==> config.mk <==
export PLATFORM = sky130hd
export DESIGN_NAME = apb_adv_timer_cfg_ctrl_flat
export DESIGN_NICKNAME = d
export VERILOG_FILES = /design/src/rtl/apb_adv_timer_cfg_ctrl_if.sv /design/src/rtl/apb_adv_timer_cfg_ctrl.sv /design/src/flat_wrapper.sv
export SDC_FILE = /design/constraint.sdc
export NUM_CORES = 1
export LEC_CHECK = 0
export BUFFER_PORTS_ARGS = -buffer_cell sky130_fd_sc_hd__buf_2
export CAP_MARGIN = 20
export CORE_ASPECT_RATIO = 1.75
export CORE_MARGIN = 2
export CORE_UTILIZATION = 50
export DETAILED_ROUTE_END_ITERATION = 16
export HOLD_SLACK_MARGIN = 0.08
export PLACE_DENSITY = 0.79
export RECOVER_POWER = 25
export SLEW_MARGIN = 20
export SYNTH_ARGS = -nofsm -noshare
export SYNTH_HDL_FRONTEND = slang
export SYNTH_SLANG_ARGS = --single-unit
==> constraint.sdc <==
create_clock -name clk -period 2.35 [get_ports clk]
set_input_delay 0.47 -clock clk [delete_from_list [all_inputs] [get_ports clk]]
set_output_delay 0.47 -clock clk [all_outputs]
set_load 0.005 [all_outputs]
==> src/rtl/apb_adv_timer_cfg_ctrl_if.sv <==
// APB master bus bundle used by the advanced-timer configuration controller.
// Ports: paddr/psel/penable/pwrite/pwdata (master->slave), pready/pslverr (slave->master).
interface apb_adv_timer_cfg_ctrl_if;
    logic [11:0] paddr;
    logic        psel;
    logic        penable;
    logic        pwrite;
    logic [31:0] pwdata;
    logic        pready;
    logic        pslverr;

    modport master (
        output paddr, psel, penable, pwrite, pwdata,
        input  pready, pslverr
    );

    modport slave (
        input  paddr, psel, penable, pwrite, pwdata,
        output pready, pslverr
    );
endinterface

==> src/rtl/apb_adv_timer_cfg_ctrl.sv <==
// Programs one advanced-timer channel over APB: full start sequence or stop-only.
// Ports: clk/reset, req_* request handshake, apb master bus, busy/done/err/err_timeout status.
module apb_adv_timer_cfg_ctrl #(
    parameter int NUM_TIMERS     = 4,
    parameter int TIMEOUT_CYCLES = 256
) (
    input  logic        clk,
    input  logic        reset,
    input  logic        req_valid,
    output logic        req_ready,
    input  logic        req_stop,
    input  logic [1:0]  req_timer,
    input  logic [7:0]  req_prescaler,
    input  logic [15:0] req_th_lo,
    input  logic [15:0] req_th_hi,
    input  logic [15:0] req_ch0_th,
    input  logic [2:0]  req_ch0_mode,
    apb_adv_timer_cfg_ctrl_if.master apb,
    output logic        busy,
    output logic        done,
    output logic        err,
    output logic        err_timeout
);

    typedef enum logic [1:0] {IDLE, SETUP, ACCESS, DONE} state_t;

    localparam logic [7:0] TO_LAST = 8'(TIMEOUT_CYCLES - 1);

    state_t      state_q, state_n;
    logic        stop_q;
    logic [1:0]  timer_q;
    logic [7:0]  presc_q;
    logic [15:0] th_lo_q;
    logic [15:0] th_hi_q;
    logic [15:0] ch0_th_q;
    logic [2:0]  ch0_mode_q;
    logic [1:0]  idx_q;
    logic [7:0]  wait_q;
    logic        err_q, err_n;
    logic        to_q, to_n;

    logic        accept;
    logic        bad_timer;
    logic        last_wr;
    logic [5:0]  offset;
    logic [31:0] wdata;

    assign req_ready = (state_q == IDLE) && !reset;
    assign accept    = req_valid && req_ready;
    assign bad_timer = {30'd0, req_timer} >= NUM_TIMERS[31:0];
    // A stop sequence is a single CMD write; a full one ends on write 3.
    assign last_wr   = stop_q || (idx_q == 2'd3);

    always_ff @(posedge clk) begin
        if (reset) begin
            state_q <= IDLE;
        end else begin
            state_q <= state_n;
        end
    end

    always_comb begin
        state_n = state_q;
        err_n   = 1'b0;
        to_n    = 1'b0;
        unique case (state_q)
            IDLE: begin
                if (accept) begin
                    state_n = bad_timer ? DONE : SETUP;
                    err_n   = bad_timer;
                end
            end
            SETUP: begin
                state_n = ACCESS;
            end
            ACCESS: begin
                if (apb.pready) begin
                    if (apb.pslverr) begin
                        state_n = DONE;
                        err_n   = 1'b1;
                    end else if (last_wr) begin
                        state_n = DONE;
                    end else begin
                        state_n = SETUP;
                    end
                end else if (wait_q == TO_LAST) begin
                    state_n = DONE;
                    err_n   = 1'b1;
                    to_n    = 1'b1;
                end
            end
            DONE: begin
                state_n = IDLE;
            end
            default: begin
                state_n = IDLE;
            end
        endcase
    end

    always_ff @(posedge clk) begin
        if (reset) begin
            stop_q     <= 1'b0;
            timer_q    <= '0;
            presc_q    <= '0;
            th_lo_q    <= '0;
            th_hi_q    <= '0;
            ch0_th_q   <= '0;
            ch0_mode_q <= '0;
            idx_q      <= '0;
            wait_q     <= '0;
            err_q      <= 1'b0;
            to_q       <= 1'b0;
        end else begin
            // Error flags are latched on the edge entering DONE and held
            // through the DONE cycle; err_n is 0 on every other edge.
            err_q <= err_n;
            to_q  <= to_n;
            if (accept) begin
                stop_q     <= req_stop;
                timer_q    <= req_timer;
                presc_q    <= req_prescaler;
                th_lo_q    <= req_th_lo;
                th_hi_q    <= req_th_hi;
                ch0_th_q   <= req_ch0_th;
                ch0_mode_q <= req_ch0_mode;
                idx_q      <= '0;
            end else if (state_q == ACCESS && apb.pready && !apb.pslverr) begin
                idx_q <= idx_q + 2'd1;
            end
            if (state_n == SETUP) begin
                wait_q <= '0;
            end else if (state_q == ACCESS && !apb.pready) begin
                wait_q <= wait_q + 8'd1;
            end
        end
    end

    always_comb begin
        offset = 6'h00;
        wdata  = 32'h0;
        if (stop_q) begin
            offset = 6'h00;
            wdata  = 32'h2;
        end else begin
            unique case (idx_q)
                2'd0: begin
                    offset = 6'h04;
                    wdata  = {8'h0, presc_q, 16'h0};
                end
                2'd1: begin
                    offset = 6'h08;
                    wdata  = {th_hi_q, th_lo_q};
                end
                2'd2: begin
                    offset = 6'h0C;
                    wdata  = {13'h0, ch0_mode_q, ch0_th_q};
                end
                default: begin
                    offset = 6'h00;
                    wdata  = 32'h1;
                end
            endcase
        end
    end

    // Address and data only depend on captured fields and the write index,
    // so they stay stable from SETUP through the end of ACCESS.
    assign apb.psel    = (state_q == SETUP) || (state_q == ACCESS);
    assign apb.penable = (state_q == ACCESS);
    assign apb.pwrite  = apb.psel;
    assign apb.paddr   = apb.psel ? {4'h0, timer_q, offset} : 12'h0;
    assign apb.pwdata  = apb.psel ? wdata : 32'h0;

    assign busy        = (state_q != IDLE);
    assign done        = (state_q == DONE);
    assign err         = done && err_q;
    assign err_timeout = done && to_q;

endmodule
==> src/flat_wrapper.sv <==
// flat-port wrapper written by rule: the top's interface ports become plain ports
module apb_adv_timer_cfg_ctrl_flat 
#(
    parameter int NUM_TIMERS     = 4,
    parameter int TIMEOUT_CYCLES = 256
)
  (clk, reset, req_valid, req_ready, req_stop, req_timer, req_prescaler, req_th_lo, req_th_hi, req_ch0_th, req_ch0_mode, busy, done, err, err_timeout, apb_paddr, apb_psel, apb_penable, apb_pwrite, apb_pwdata, apb_pready, apb_pslverr);
  apb_adv_timer_cfg_ctrl_if apb_i ();
  input  logic clk;
  input  logic reset;
  input  logic req_valid;
  output logic req_ready;
  input  logic req_stop;
  input  logic [1:0] req_timer;
  input  logic [7:0] req_prescaler;
  input  logic [15:0] req_th_lo;
  input  logic [15:0] req_th_hi;
  input  logic [15:0] req_ch0_th;
  input  logic [2:0] req_ch0_mode;
  output logic busy;
  output logic done;
  output logic err;
  output logic err_timeout;
  output wire logic [$bits(apb_i.paddr)-1:0] apb_paddr;
  output wire logic [$bits(apb_i.psel)-1:0] apb_psel;
  output wire logic [$bits(apb_i.penable)-1:0] apb_penable;
  output wire logic [$bits(apb_i.pwrite)-1:0] apb_pwrite;
  output wire logic [$bits(apb_i.pwdata)-1:0] apb_pwdata;
  input wire logic [$bits(apb_i.pready)-1:0] apb_pready;
  input wire logic [$bits(apb_i.pslverr)-1:0] apb_pslverr;
  assign apb_paddr = apb_i.paddr;
  assign apb_psel = apb_i.psel;
  assign apb_penable = apb_i.penable;
  assign apb_pwrite = apb_i.pwrite;
  assign apb_pwdata = apb_i.pwdata;
  assign apb_i.pready = apb_pready;
  assign apb_i.pslverr = apb_pslverr;
  apb_adv_timer_cfg_ctrl #(.NUM_TIMERS(NUM_TIMERS), .TIMEOUT_CYCLES(TIMEOUT_CYCLES)) u_core (.clk(clk), .reset(reset), .req_valid(req_valid), .req_ready(req_ready), .req_stop(req_stop), .req_timer(req_timer), .req_prescaler(req_prescaler), .req_th_lo(req_th_lo), .req_th_hi(req_th_hi), .req_ch0_th(req_ch0_th), .req_ch0_mode(req_ch0_mode), .apb(apb_i), .busy(busy), .done(done), .err(err), .err_timeout(err_timeout));
endmodule
==> key figures, run 1 <==
Floorplan
  • Std cell rows: 40
  • Area of the die: 7760 um^2
  • Floorplan core area: 6860 um^2
  • Die Width: 67.4 um
  • Effective utilization at floorplan: 51.4%
  • Number of I/O pins: 119
  • Height of the chip: 115 um

Pwr
  • Clock group share of total power: 35.9%
  • Combinational fraction of design power: 19.8%
  • Power density cells: 789 nW/um^2
  • P_int: 2.46 mW
  • LEAKAGE: 2.19 nW
  • Psw: 0.994 mW
  • Largest vdd supply drop: 0.000496 V
  • Reg power frac: 44.4%
  • Switch share: 28.8%

Finish
  • Synthesis-to-finish area growth: 24.4%
  • Final nets: 609
  • Count of filler cells inserted in the layout: 610
  • Fraction of layout instances using a drive strength above 1: 27.4%
  • Count of inserted antenna diode cells: 0
  • Utilization after layout: 63.9%

CTS
  • TritonCTS clock tree: yes
  • Clk Latency, worst-skew pair: 0.34 ns
  • H-tree Lvls: 3
  • Worst-path clk slew: 0.06 ns
  • Max clock buf depth: 2
  • Post-CTS Setup Inserts: 0
  • CTS root buffer: sky130_fd_sc_hd__clkbuf_16
  • Clock buffers created by TritonCTS: 9
  • Total number of clock tree sinks: 76

Timing
  • Slew margin rel.: 53.7%
  • Pin slew with the least headroom to its limit: 0.695 ns
  • Setup Total Neg Slack: 0 ns
  • Achievable clock frequency: 0.446 GHz
  • Part of the cycle the worst path needs: 95.3%
  • RSZ-0062 raised after global routing: false
  • Skew final: 0.00405 ns
  • Slew Limit Fails: 0
  • Final period demand of the worst path: 2.24 ns
  • Final Hold Vio Count: 0
  • Setup Viol. Count Final: 0
  • Worst hold slack across all endpoints: 0.311 ns

Logic synthesis
  • Netlist Area Pre-Place: 3520 um^2
  • Number of synthesized flops with an enable pin: 0
  • Mean Syn Cell Area: 8.09 um^2
  • Portion of the post-synthesis area used by sequential elements: 43.2%
  • Yosys warnings: 0
  • Flip-flop and latch count after synthesis: 76
  • Asr flop ratio synth: 0%
  • Area fraction of the dominant cell type after synthesis: 43.2%
  • Ys flop type: sky130_fd_sc_hd__dfxtp_1
  • Cell variety after synth: 37
  • Post-Synthesis Cells: 435
  • Cell type with the highest aggregate area in the netlist: sky130_fd_sc_hd__dfxtp_1
  • Ranking of synthesized cells by instance count: 128 x sky130_fd_sc_hd__nand2_1, 76 x sky130_fd_sc_hd__dfxtp_1, 64 x sky130_fd_sc_hd__nand3b_1, 33 x sky130_fd_sc_hd__nor2_1, 23 x sky130_fd_sc_hd__clkbuf_1
  • Most frequent cell after synthesis: sky130_fd_sc_hd__nand2_1
  • Main area contributors after synthesis: sky130_fd_sc_hd__dfxtp_1 43%, sky130_fd_sc_hd__nand2_1 14%, sky130_fd_sc_hd__nand3b_1 14%

Route
  • Number of nets with antenna violations after detailed routing: 0
  • Final WL: 8890 um
  • Violation count after the first detailed-route iteration: 198
  • Drt first pass iters: 5
  • Via count: 3310
  • Routed wire length per instance: 14.3 um
  • Remaining routing DRC violations: 0
  • Vias per cell: 5.33

Placement
  • Gpl congestion: 0.782
  • Quantity of I/O buffers inserted on ports: 110
  • Half-perimeter wire length of the detailed placement result: 6080 um

Critical path
  • Worst R2R End: u_core.wait_q[4]
  • Worst setup SP type: flip-flop
  • Data required time of the critical path: 1.88 ns
  • Start of the worst register-to-register path: u_core.idx_q[1]
  • Largest fanout on the critical path: 12
  • Setup slack on the worst flop-to-flop path: 0.35 ns
  • Critical path arrival: 1.77 ns
  • WS Path Type: flip-flop to output port
  • Capturing element type of the critical path: output port
  • Length in cells of the worst reg-to-reg path: 6

GRT
  • Maximum number of pins on one net before global-route repair: 65
  • Global-route total usage across every layer: 24.0%
  • Most used routing layer: met2
  • Met1 track utilization from global routing: 27.7%
  • Congestion Overflow GR: 0
  • Via count of the first global-routing pass: 3058
  • Global-route wire length before repair: 14000 um
  • Met3 capacity usage during global routing: 5.97%
  • Met2 demand-to-capacity share in global routing: 40.1%
  • Number of antenna violations at the first check in global routing: 0

Min path
  • Type of the most critical hold path: input port to flip-flop
  • Startpoint of the lowest-slack hold path: req_th_hi[1]
  • Hold Path Depth: 3
  • Endpoint with the worst hold slack: u_core.th_hi_q[1]

Outcome
  • Status: finished clean

Flow run
  • Max-capacitance violation count: 0
-- state kept, by name, summed over array words and instances (netlist names) --
name	count
u_core.th_lo_q	16
u_core.th_hi_q	16
u_core.wait_q	8
u_core.presc_q	8
u_core.err_q	1
u_core.timer_q	2
u_core.to_q	1
u_core.ch0_mode_q	3
u_core.state_q	2
u_core.ch0_th_q	16
u_core.stop_q	1
u_core.idx_q	2
-- worst max path at each step --
stage / start / end / cells after the start
after floorplan: apb_pready / u_core.wait_q[0] / 5
after global placement: apb_pready / u_core.wait_q[0] / 6
after detailed placement: apb_pready / u_core.wait_q[4] / 6
after CTS: u_core.idx_q[0] / apb_pwdata[16] / 6
after global routing: u_core.state_q[1] / apb_pwdata[20] / 7
final: u_core.state_q[1] / apb_paddr[2] / 7
-- through the flow --
| step | power [mW] | area, um^2 | instances | setup slack [ns] |
|---|---|---|---|---|
| after floorplan | 1.97 | 3550 | 442 | 0.368 |
| after global placement | 2.20 | 4100 | 606 | 0.301 |
| after detailed placement | 2.22 | 4100 | 606 | 0.281 |
| after CTS | 3.49 | 4390 | 621 | 0.0147 |
| after global routing | 3.64 | 4380 | 621 | 0.00242 |
| final | 3.46 | 4380 | 621 | 0.109 |
-- power groups by stage --
stage / Combinational [mW] / Sequential, mW / Clock [mW]
floorplan: 0.443 / 1.53 / 0
global route: 0.771 / 1.55 / 1.32
detailed placement: 0.671 / 1.55 / 0
CTS: 0.693 / 1.53 / 1.27
global placement: 0.657 / 1.54 / 0
finish: 0.684 / 1.53 / 1.24
-- per-layer routing --
metal | share of wire (%) | routed length [um] | vias to the layer above
met5 | 0 | 0 | -
met4 | 2.2 | 200 | 0
met3 | 6.5 | 574 | 16
met2 | 52 | 4610 | 106
met1 | 39 | 3510 | 1553
li1 | - | - | 1635
-- critical path, cell delays in order (launching register included) --
cell,delay [ns]
sky130_fd_sc_hd__dfxtp_1,0.37
sky130_fd_sc_hd__inv_2,0.08
sky130_fd_sc_hd__ha_4,0.30
sky130_fd_sc_hd__nor2b_2,0.16
sky130_fd_sc_hd__nand2b_1,0.08
sky130_fd_sc_hd__buf_4,0.18
sky130_fd_sc_hd__nor2_1,0.13
sky130_fd_sc_hd__buf_2,0.13
-- what timing repair did --
item | in CTS | in global routing
pin swaps | 0 | 1
hold buffers | 0 | 0
gates resized for setup | 2 | 6
setup endpoints to repair | 31 | 32
-- layout by cell type, fill, tap and decap left out, drive strengths merged, types with 3 or more instances in the layout --
cell	count
a222oi	3
a22oi	20
and2	7
and3	9
buf	118
clkbuf	13
clkinv	5
conb	8
dfxtp	76
ha	9
inv	6
nand2	128
nand3b	64
nand4	3
nor2	33
nor2b	3
nor3	4
xor2	6
-- layout make-up --
class	instances	area [um^2]	area share, %
flip-flops and latches	76	1520	34.8
clock inverters	5	28.8	0.657
clock buffers	10	239	5.45
inverters	6	22.5	0.514
multi-input cells	319	1830	41.8
well taps	84	105	2.40
repair buffers	121	631	14.4
-- cells by family (layout without fill, tap and decap cells) --
kind of cell,Yosys count,after routing,synth area share [%]
adder cells (fa/ha/maj),9,9,3.20
buffers and inverters,47,142,6.18
XOR/XNOR,8,8,1.99
AO/OA/AOI/OAI,32,32,7.28
flip-flops,76,76,43.2
multiplexers,3,3,0.888
AND/OR/NAND/NOR,259,259,37.1
other,1,8,0.107
Note: power is estimated with default switching activity, not from simulation.
==> run 2: changes to the inputs <==
- REMOVE_ABC_BUFFERS: not set -> 1
==> run 2 against run 1 <==
Final area grew 0.14%; wire length shrank 2.3%; non-clock buffer count shrank 2; maximum frequency shrank 0.54%; clock power grew 6%; total power grew 1.9%; largest power group unchanged.
==> key figures, run 2 (same netlist as run 1, synthesis figures left out) <==
Route
  • Remaining routing DRC violations: 0
  • Drt first pass iters: 4
  • Number of nets with antenna violations after detailed routing: 0
  • Routed wire length per instance: 14.0 um
  • Violation count after the first detailed-route iteration: 204
  • Via count: 3275
  • Final WL: 8690 um
  • Vias per cell: 5.29

Floorplan
  • Area of the die: 7760 um^2
  • Die Width: 67.4 um
  • Effective utilization at floorplan: 51.4%
  • Floorplan core area: 6860 um^2
  • Std cell rows: 40
  • Number of I/O pins: 119
  • Height of the chip: 115 um

GRT
  • Global-route total usage across every layer: 23.7%
  • Number of antenna violations at the first check in global routing: 0
  • Global-route wire length before repair: 13900 um
  • Congestion Overflow GR: 0
  • Via count of the first global-routing pass: 3116
  • Maximum number of pins on one net before global-route repair: 65

CTS
  • Post-CTS Resized: 4
  • TritonCTS clock tree: yes
  • Total number of clock tree sinks: 76
  • CTS root buffer: sky130_fd_sc_hd__clkbuf_16
  • Post-CTS Setup Inserts: 0
  • Worst-path clk slew: 0.05 ns
  • Clock buffers created by TritonCTS: 9
  • H-tree Lvls: 3
  • Hold_buf cts: 0
  • Clk Latency, worst-skew pair: 0.32 ns
  • Max clock buf depth: 2

Finish
  • Sequential standard cell area: 1520 um^2
  • Utilization after layout: 64.0%
  • Most frequent cells in the layout: 128 x sky130_fd_sc_hd__nand2_1, 108 x sky130_fd_sc_hd__buf_2, 75 x sky130_fd_sc_hd__dfxtp_1
  • Fraction of layout instances using a drive strength above 1: 26.2%
  • Count of filler cells inserted in the layout: 611
  • Post-layout instance area: 4390 um^2
  • Regs by FF count: u_core.ch0_th_q: 16 flops, u_core.th_hi_q: 16 flops, u_core.th_lo_q: 16 flops
  • Final nets: 607
  • Count of inserted antenna diode cells: 0
  • Area of the multi-input gates: 1830 um^2
  • Most common library cell in the layout ignoring fill and taps: sky130_fd_sc_hd__nand2_1
  • Synthesis-to-finish area growth: 24.6%

Pwr
  • Total Power: 3.52 mW
  • Largest vdd supply drop: 0.000528 V
  • LEAKAGE: 2.18 nW
  • Power density cells: 802 nW/um^2

Timing
  • Worst hold slack across all endpoints: 0.324 ns
  • Part of the cycle the worst path needs: 95.9%
  • Slew Limit Fails: 0
  • Skew final: 0.00400 ns
  • Pin slew with the least headroom to its limit: 0.702 ns
  • Setup Total Neg Slack: 0 ns
  • Achievable clock frequency: 0.444 GHz
  • Slew margin rel.: 53.2%
  • RSZ-0062 raised after global routing: true
  • Final Hold Vio Count: 0
  • Final period demand of the worst path: 2.25 ns
  • Setup Viol. Count Final: 0

Placement
  • Quantity of I/O buffers inserted on ports: 110
  • Half-perimeter wire length of the detailed placement result: 5930 um
  • Cell area after placement: 4090 um^2
  • Gpl congestion: 0.787

Outcome
  • Status: finished clean

Critical path
  • Capturing element type of the critical path: output port
  • Top cell family by delay on the critical path: buffers and inverters
  • Data required time of the critical path: 1.88 ns
  • Largest fanout on the critical path: 23
  • Largest stage delay on the critical path: 0.36 ns
  • Worst setup SP type: flip-flop
  • Critical path arrival: 1.78 ns
  • WS Path Type: flip-flop to output port
  • Cell breakdown of the critical path: inv_1 -> ha_4 -> nor2b_2 -> nand2b_1 -> buf_6 -> nor2_1 -> buf_2
  • Setup slack on the worst flop-to-flop path: 0.38 ns
  • Slowest CP cell: sky130_fd_sc_hd__dfxtp_2
  • Number of buffers and inverters on the critical path: 3

Min path
  • Type of the most critical hold path: input port to flip-flop

Flow run
  • Max-capacitance violation count: 0
-- run 2: where the power goes --
part / internal [mW] / switching, mW / leakage (nW)
combinational: 0.283 / 0.385 / 1.42
clock: 0.844 / 0.479 / 0.140
sequential: 1.45 / 0.0844 / 0.625
-- run 2: path summary, 6_finish.rpt --
kind	from	end	cells past startpoint
hold reg to reg	u_core.th_hi_q[15]	u_core.th_hi_q[15]	2
setup / recovery	u_core.state_q[0]	apb_pwdata[18]	7
setup reg to reg	u_core.state_q[0]	u_core.th_lo_q[14]	7
hold / removal	req_prescaler[4]	u_core.presc_q[4]	3
-- run 2: layer usage --
| layer | track usage, % | vias up | part of all wire (%) |
|---|---|---|---|
| met5 | 0 | - | 0 |
| met3 | 4.70 | 17 | 4.8 |
| met1 | 27.0 | 1532 | 39 |
| met2 | 41.2 | 105 | 53 |
| met4 | 11.2 | 0 | 2.9 |
| li1 | - | 1621 | - |
-- run 2: area by class of cell --
type / instances / share of cell area [%]
sequential: 76 / 34.7
clock inverter: 2 / 0.798
tap: 84 / 2.40
inverter: 6 / 0.513
multi-input combinational: 319 / 41.7
timing repair buffer: 119 / 14.2
clock buffer: 13 / 5.70
-- run 2: stage by stage --
| step | setup slack [ns] | std cells |
|---|---|---|
| after CTS | 0.0244 | 619 |
| after global placement | 0.323 | 604 |
| after detailed placement | 0.278 | 604 |
| final | 0.0974 | 619 |
| after floorplan | -0.686 | 401 |
| after global routing | -0.0120 | 619 |
-- run 2: worst register-to-register path, delay by kind of cell, from the launching register on --
family | cells | cell delay [ns]
and+or+nand+nor | 4 | 0.66
buffers and inverters | 2 | 0.73
DFF | 1 | 0.34
adders and majority gates | 1 | 0.18
==> run 3: changes to the inputs <==
- clock period: 2.35 -> 2.1 ns (I/O delays scaled with it)
==> run 3 against run 2 <==
Clock skew up 0.0014 ns; the flow now finishes with violations (setup timing); critical path type unchanged; register-to-register slack got worse by 0.34 ns; worst hold slack worse by 0.062 ns; global-route usage grew 0.97 points; sequential share of layout area fell by 2.3 points.
==> key figures, run 3 (same netlist as run 1, synthesis figures left out) <==
Finish
  • Fraction of layout instances using a drive strength above 1: 34.1%
  • Regs by FF count: u_core.ch0_th_q: 16 flops, u_core.th_hi_q: 16 flops, u_core.th_lo_q: 16 flops
  • Most frequent cells in the layout: 128 x sky130_fd_sc_hd__nand2_1, 109 x sky130_fd_sc_hd__buf_2, 72 x sky130_fd_sc_hd__dfxtp_1
  • Count of filler cells inserted in the layout: 578
  • Synthesis-to-finish area growth: 33.9%
  • Most common library cell in the layout ignoring fill and taps: sky130_fd_sc_hd__nand2_1
  • Utilization after layout: 68.8%
  • Count of inserted antenna diode cells: 0
  • Final nets: 619

Placement
  • Gpl congestion: 0.788
  • Quantity of I/O buffers inserted on ports: 110
  • Post-place setup slack: 0.112 ns
  • Half-perimeter wire length of the detailed placement result: 5970 um

Timing
  • Final Hold Vio Count: 0
  • Slew margin rel.: 58.2%
  • RSZ-0062 raised after global routing: true
  • Skew final: 0.00544 ns
  • Pin slew with the least headroom to its limit: 0.627 ns
  • Setup Viol. Count Final: 13
  • Setup ws final: -0.0316 ns
  • Achievable clock frequency: 0.469 GHz
  • Part of the cycle the worst path needs: 102%
  • Final period demand of the worst path: 2.13 ns
  • Slew Limit Fails: 0

Critical path
  • Worst setup SP type: flip-flop
  • Data required time of the critical path: 1.68 ns
  • Critical path arrival: 1.71 ns
  • Capturing element type of the critical path: output port
  • WS Path Type: flip-flop to output port
  • Largest fanout on the critical path: 6

GRT
  • Global-route wire length before repair: 14300 um
  • Global-route total usage across every layer: 24.6%
  • Maximum number of pins on one net before global-route repair: 65
  • Congestion Overflow GR: 0
  • Number of antenna violations at the first check in global routing: 0
  • Via count of the first global-routing pass: 3153

Pwr
  • Power density cells: 922 nW/um^2
  • Switch share: 27.8%
  • Psw: 1.21 mW
  • Clock group share of total power: 37.7%
  • Combinational fraction of design power: 22.6%
  • Reg power frac: 39.7%
  • Largest vdd supply drop: 0.000610 V
  • P_int: 3.14 mW
  • LEAKAGE: 2.31 nW

CTS
  • Total number of clock tree sinks: 76
  • H-tree Lvls: 3
  • Worst-path clk slew: 0.06 ns
  • CTS root buffer: sky130_fd_sc_hd__clkbuf_16
  • Max clock buf depth: 2
  • Hold_buf cts: 0
  • TritonCTS clock tree: yes
  • Clock buffers created by TritonCTS: 9
  • Clk Latency, worst-skew pair: 0.34 ns

Route
  • Drt first pass iters: 4
  • Violation count after the first detailed-route iteration: 209
  • Final WL: 9530 um
  • Remaining routing DRC violations: 0
  • Vias per cell: 5.34
  • Via count: 3377
  • Routed wire length per instance: 15.1 um
  • Number of nets with antenna violations after detailed routing: 0

Floorplan
  • Die Width: 67.4 um
  • Area of the die: 7760 um^2
  • Floorplan core area: 6860 um^2
  • Std cell rows: 40
  • Effective utilization at floorplan: 51.4%
  • Height of the chip: 115 um
  • Number of I/O pins: 119

Outcome
  • Failing checks: setup timing
  • Status: complete, but fails checks

Flow run
  • Max-capacitance violation count: 0

Min path
  • Type of the most critical hold path: input port to flip-flop
[run 3: changes by cell type in the layout (fill, tap and decap cells not counted), sizes merged]
| cell | before | now |
|---|---|---|
| bufinv | 1 | 2 |
| clkbuf | 16 | 12 |
| clkinv | 1 | 3 |
| buf | 116 | 130 |
[run 3: worst paths after layout]
path | startpoint | end | slack [ns] | cells after the start
setup / recovery | u_core.state_q[1] | apb_pwdata[18] | -0.03 | 7
hold / removal | req_th_lo[5] | u_core.th_lo_q[5] | 0.26 | 3
setup reg to reg | u_core.idx_q[0] | u_core.wait_q[0] | 0.04 | 6
hold reg to reg | u_core.th_hi_q[15] | u_core.th_hi_q[15] | 0.47 | 2
[run 3: what timing repair did]
action                                 CTS  global route
endpoints found under the hold margin    0             0
setup buffers                            1             6
setup endpoints to repair               34            41
resized for setup                       19            32
pin swaps                                2             9
gates cloned                             1             1
[run 3: final cells by class]
cell class / instances / area [um^2] / area share (%)
Multi-Input combinational cell: 319 / 1970 / 41.7
Tap cell: 84 / 105 / 2.23
Sequential cell: 76 / 1530 / 32.4
Clock buffer: 11 / 243 / 5.15
Timing Repair Buffer: 131 / 772 / 16.4
Clock inverter: 5 / 75.1 / 1.59
Inverter: 6 / 27.5 / 0.584
[run 3: critical path: stages, from the launching register on]
cell	delay, ns
sky130_fd_sc_hd__dfxtp_2	0.35
sky130_fd_sc_hd__inv_4	0.05
sky130_fd_sc_hd__ha_4	0.28
sky130_fd_sc_hd__nor2b_4	0.17
sky130_fd_sc_hd__nand2b_4	0.11
sky130_fd_sc_hd__clkbuf_16	0.19
sky130_fd_sc_hd__nor2_2	0.10
sky130_fd_sc_hd__buf_2	0.11
[run 3: stage by stage]
step           hold slack [ns]  area (um^2)  total power, mW  cells  setup TNS [ns]
5_1_grt                  0.270         4710             4.55    632           -1.70
4_1_cts                  0.259         4520             4.23    625          -0.293
3_3_place_gp             0.457         4110             2.46    607               0
2_1_floorplan            0.444         3350             2.14    401          -20.22
6_report                 0.262         4710             4.35    632          -0.169
3_5_place_dp             0.458         4110             2.48    607               0
[run 3: layer usage]
| metal | up-vias | GRT usage [%] | share of wire [%] |
|---|---|---|---|
| met4 | 0 | 14.1 | 3.2 |
| met1 | 1597 | 28.9 | 38 |
| met3 | 21 | 4.40 | 4.6 |
| met5 | - | 0 | 0 |
| li1 | 1655 | - | - |
| met2 | 104 | 41.1 | 54 |
[run 3: power by group through the flow]
stage          Clock (mW)  Combinational (mW)  Sequential [mW]
2_1_floorplan           0               0.433             1.71
3_3_place_gp            0               0.733             1.73
4_1_cts              1.66               0.864             1.71
6_report             1.64               0.984             1.72
5_1_grt              1.74                1.07             1.74
3_5_place_dp            0               0.749             1.73
